### src/rtl/dest_reg_pipe.sv
// ============================================================================
// dest_reg_pipe : write-back destination select, STAGES-deep pipe, RAW hazard flags
// Revision 1.0 : initial release
// ============================================================================
`default_nettype none

module dest_reg_pipe #(
  parameter int ADDR_W   = 5,
  parameter int STAGES   = 3,
  parameter int LINK_REG = 31,
  parameter int DIST_W   = 2
) (
  input  logic              clk,
  input  logic              rst_n,
  input  logic              valid_in,
  input  logic [1:0]        reg_dst,
  input  logic              reg_write,
  input  logic [ADDR_W-1:0] rt,
  input  logic [ADDR_W-1:0] rd,
  input  logic              stall,
  input  logic              flush,
  input  logic [ADDR_W-1:0] rs_chk,
  input  logic [ADDR_W-1:0] rt_chk,
  output logic [ADDR_W-1:0] dest_out,
  output logic              we_out,
  output logic              valid_out,
  output logic              hazard_rs,
  output logic              hazard_rt,
  output logic [DIST_W-1:0] dist_rs,
  output logic [DIST_W-1:0] dist_rt
);

  localparam logic [1:0] SEL_RT   = 2'b00;
  localparam logic [1:0] SEL_RD   = 2'b01;
  localparam logic [1:0] SEL_LINK = 2'b10;
  localparam logic [1:0] SEL_NONE = 2'b11;

  // index 0 is stage 1 (youngest), index STAGES-1 is the write-back stage
  logic [STAGES-1:0]             valid_q, valid_d;
  logic [STAGES-1:0]             we_q, we_d;
  logic [STAGES-1:0][ADDR_W-1:0] dest_q, dest_d;

  logic [ADDR_W-1:0] dest_sel;
  logic [ADDR_W-1:0] cap_dest;
  logic              cap_we;

  always_comb begin
    dest_sel = '0;
    case (reg_dst)
      SEL_RT:   dest_sel = rt;
      SEL_RD:   dest_sel = rd;
      SEL_LINK: dest_sel = ADDR_W'(LINK_REG);
      default:  dest_sel = '0;
    endcase
    cap_we   = valid_in & reg_write & (reg_dst != SEL_NONE) & (dest_sel != '0);
    cap_dest = valid_in ? dest_sel : '0;
  end

  // flush overrides stall for stage 1 only; older stages still drain
  always_comb begin
    valid_d = valid_q;
    we_d    = we_q;
    dest_d  = dest_q;
    if (flush || !stall) begin
      for (int k = 1; k < STAGES; k++) begin
        valid_d[k] = valid_q[k-1];
        we_d[k]    = we_q[k-1];
        dest_d[k]  = dest_q[k-1];
      end
      if (flush) begin
        valid_d[0] = 1'b0;
        we_d[0]    = 1'b0;
        dest_d[0]  = '0;
      end else begin
        valid_d[0] = valid_in;
        we_d[0]    = cap_we;
        dest_d[0]  = cap_dest;
      end
    end
  end

  always_ff @(posedge clk) begin
    if (!rst_n) begin
      valid_q <= '0;
      we_q    <= '0;
      dest_q  <= '0;
    end else begin
      valid_q <= valid_d;
      we_q    <= we_d;
      dest_q  <= dest_d;
    end
  end

  assign dest_out  = dest_q[STAGES-1];
  assign we_out    = we_q[STAGES-1];
  assign valid_out = valid_q[STAGES-1];

  // scan oldest to youngest so the youngest match is the one left standing
  always_comb begin
    hazard_rs = 1'b0;
    hazard_rt = 1'b0;
    dist_rs   = '0;
    dist_rt   = '0;
    for (int k = STAGES - 1; k >= 0; k--) begin
      if (valid_q[k] && we_q[k] && (dest_q[k] == rs_chk) && (rs_chk != '0)) begin
        hazard_rs = 1'b1;
        dist_rs   = DIST_W'(k + 1);
      end
      if (valid_q[k] && we_q[k] && (dest_q[k] == rt_chk) && (rt_chk != '0)) begin
        hazard_rt = 1'b1;
        dist_rt   = DIST_W'(k + 1);
      end
    end
  end

endmodule

`default_nettype wire

### config.mk
export PLATFORM = sky130hd
export DESIGN_NAME = dest_reg_pipe
export DESIGN_NICKNAME = d
export VERILOG_FILES = /design/src/rtl/dest_reg_pipe.sv
export SDC_FILE = /design/constraint.sdc
export NUM_CORES = 1
export LEC_CHECK = 0
export CORE_MARGIN = 2
export CORE_UTILIZATION = 49
export CTS_BUF_LIST = sky130_fd_sc_hd__clkbuf_8
export DETAILED_ROUTE_END_ITERATION = 8
export GPL_TIMING_DRIVEN = 0
export PLACE_DENSITY = 0.8
export SLEW_MARGIN = 30
export SYNTH_ARGS = -nofsm -noshare
export SYNTH_HDL_FRONTEND = slang
export SYNTH_SLANG_ARGS = --single-unit
### constraint.sdc
create_clock -name clk -period 1.9 [get_ports clk]
set_input_delay 0.19 -clock clk [delete_from_list [all_inputs] [get_ports clk]]
set_output_delay 0.19 -clock clk [all_outputs]
set_load 0.05 [all_outputs]
==> reports/qor.csv <==
stage,metric,value,unit
sta,maxSlewViolCount,0,
yosys,ys_warn_count,0,
status,status,finished clean,
placement,portBuffers,40,
layout,area_growth,37.58,%
layout,layout.area.seq,430.4,um2
sta,finalSetupViolCount,0,
layout,diodes,0,
routing,ant_nets,0,
layout,multi_input_area,908.4,um2
routing,drtPass1Iterations,4,
global_route,grt_pass1_vias,1406,
routing,wl_per_cell,13.81,um
sta,hold_ws,0.4834,ns
routing,drt-total-wl,3507,um
floorplanning,initial_core_util,0.5103,
yosys,synth_area_per_cell,7.882,um2
placement,post_dp_cell_area,1846,um2
job,max_cap_viol_count,0,
placement,gp_congestion,0.8599,
sta,maxClockFrequency,530.6,MHz
sta,hold_viol_final,0,
layout,design_area,1919,um2
critical_path,startpoint_type,flip-flop,
sta,final.period_utilization,0.9920,
critical_path,critPathMaxFanout,3,
layout,n_fill_cell,232,
global_route,grt_start_max_net_pins,12,
yosys,ys_types,30,
yosys,ys_ff_latch,21,
layout,final_util,0.7021,
yosys,synth_nets,205,
sta,skew,0.006266,ns
critical_path,crit_type,reg -> out,
yosys,synth.yosys.seq_area_share,0.3013,
clock_tree,cts_max_level,1,
floorplanning,core.rowCount,19,
global_route,antenna_found_initial,0,
global_route,grt_util_all_layers,0.2249,
clock_tree,cts_tree,done,
floorplanning,coreArea,2734,um2
layout,drive_above_1_share,0.1390,
sta,rsz0062_at_grt,true,
critical_path,critPathRequiredTime,1.71,ns
clock_tree,clkLatencyLatePin,0.26,ns
pwr,power.total,911.2,uW
sta,max_slew_margin,0.6659,
pwr,power_density,474.7,nW/um2
yosys,synthCells,177,
min_path,hold_class,reg -> reg,
floorplanning,die_w,57.36,um
global_route,grt_pass1_wl,5775,um
global_route,grt_overflow,0,
critical_path,end_kind,output port,
routing,drtIter0Drc,36,
layout,fin_nets,252,
pwr,leakage,0.0007803,uW
pwr,ir_drop,0.5422,mV
clock_tree,cts_sinks,21,
routing,drcViolationCount,0,
placement,dp_cells,248,
routing,viasPerCell,5.539,
floorplanning,die_h,57.36,um
placement,hpwl,2837,um
critical_path,arrival,1.69,ns
clock_tree,cts_hold_buf,0,
sta,worstMarginPinSlew,0.4996,ns
clock_tree,path_clk_slew,0.07,ns
clock_tree,clockRootBuffer,clkbuf_8,
clock_tree,cts_buffer_depth,2,
routing,vias,1407,
clock_tree,cts_buffers,3,
floorplanning,io_pins,41,
layout,fin_cells,254,
yosys,synthesis.area,1395,um2
sta,timing.final.crit_period,1.885,ns
floorplanning,die_area,3290,um2
worst paths after layout:
kind	from	to	slack (ns)	depth (start not counted)
worst max-delay path	dest_q[5]	dist_rt[1]	0.02	5
worst min-delay path	we_q[2]	we_q[2]	0.48	2
worst max register to register	dest_q[0]	dest_q[0]	1.14	3
worst min register to register	we_q[2]	we_q[2]	0.48	2
placed cells by master (no fill, tap or decap), types with 6 or more instances in the layout:
| cell type | Yosys | layout |
|---|---|---|
| a21oi_1 | 6 | 6 |
| a21boi_0 | 13 | 13 |
| nand2_1 | 34 | 34 |
| buf_4 | 6 | 9 |
| dlygate4sd2_1 | 0 | 6 |
| dfxtp_1 | 21 | 17 |
| nor3_1 | 6 | 6 |
| buf_6 | 1 | 6 |
| clkdlybuf4s50_1 | 0 | 25 |
| xor2_1 | 22 | 22 |
| xnor2_1 | 8 | 8 |
| nor2_1 | 14 | 14 |
cell families (layout without fill, tap and decap cells):
logic type,after synthesis,after routing,share of synthesized area
buf+inv,12,58,0.05560
compound gates,32,32,0.1578
simple gates,82,82,0.2969
flops,21,21,0.3013
xor+xnor,30,30,0.1883
metrics by stage:
step | worst slack, ns | TNS, ns
6_report | 0.01519 | 0
5_1_grt | -0.06197 | -0.1710
4_1_cts | 0.01344 | 0
2_1_floorplan | -0.03325 | -0.06820
3_3_place_gp | -0.6455 | -3.656
3_5_place_dp | -0.6660 | -3.792
registers in the layout (all words and copies together) (netlist names):
name      cells
we_q          3
dest_out      5
dest_q       10
valid_q       3
routing by layer:
| layer | vias up | part of all wire | track usage |
|---|---|---|---|
| li1 | 702 | - | - |
| met1 | 638 | 0.40 | 0.2356 |
| met2 | 52 | 0.50 | 0.4140 |
| met3 | 15 | 0.056 | 0.03401 |
| met4 | 0 | 0.042 | 0.1395 |
| met5 | - | 0 | 0 |
power by group:
part / switching [uW] / internal [uW] / total, uW
Clock: 133 / 144 / 277
Combinational: 88.4 / 93.1 / 182
Sequential: 7.93 / 444 / 452
Total: 230 / 681 / 911
area by class of cell:
class	instances	share of cell area
multi-input combinational	144	0.4733
sequential	21	0.2243
timing repair buffer	42	0.2184
buffer	11	0.03846
clock buffer	3	0.02151
tap	31	0.02021
clock inverter	1	0.001956
inverter	1	0.001956
Yosys cell counts, drive strengths merged:
library cell  instances  area share
clkbuf                2      0.0054
xnor2                 8       0.050
nor3                  6       0.022
buf                   9       0.048
xor2                 22        0.14
a21boi               16       0.086
and2b                 1      0.0054
nor4                  7       0.040
nand2                34       0.091
and4                  1      0.0063
and3                  1      0.0045
a21oi                 6       0.022
nand3b                1      0.0054
o21ai                 5       0.018
inv                   1      0.0027
a2111oi               4       0.027
nand4                 5       0.022
nor2                 14       0.038
nand2b                6       0.038
nand3                 5       0.018
a22oi                 1      0.0054
nor4b                 1      0.0063
dfxtp                21        0.30
timing repair:
item | in CTS | in global routing
gates resized for setup | 42 | 14
endpoints found under the setup margin | 6 | 6
pin swaps | 2 | 11
buffers inserted | 0 | 2
critical path, cell delays in order (launching register included):
cell	delay, ns
dfxtp_4	0.35
xor2_1	0.17
nor4_2	0.35
nand4_1	0.19
a21boi_2	0.20
buf_6	0.17
Power figures use the tool's default switching activity.
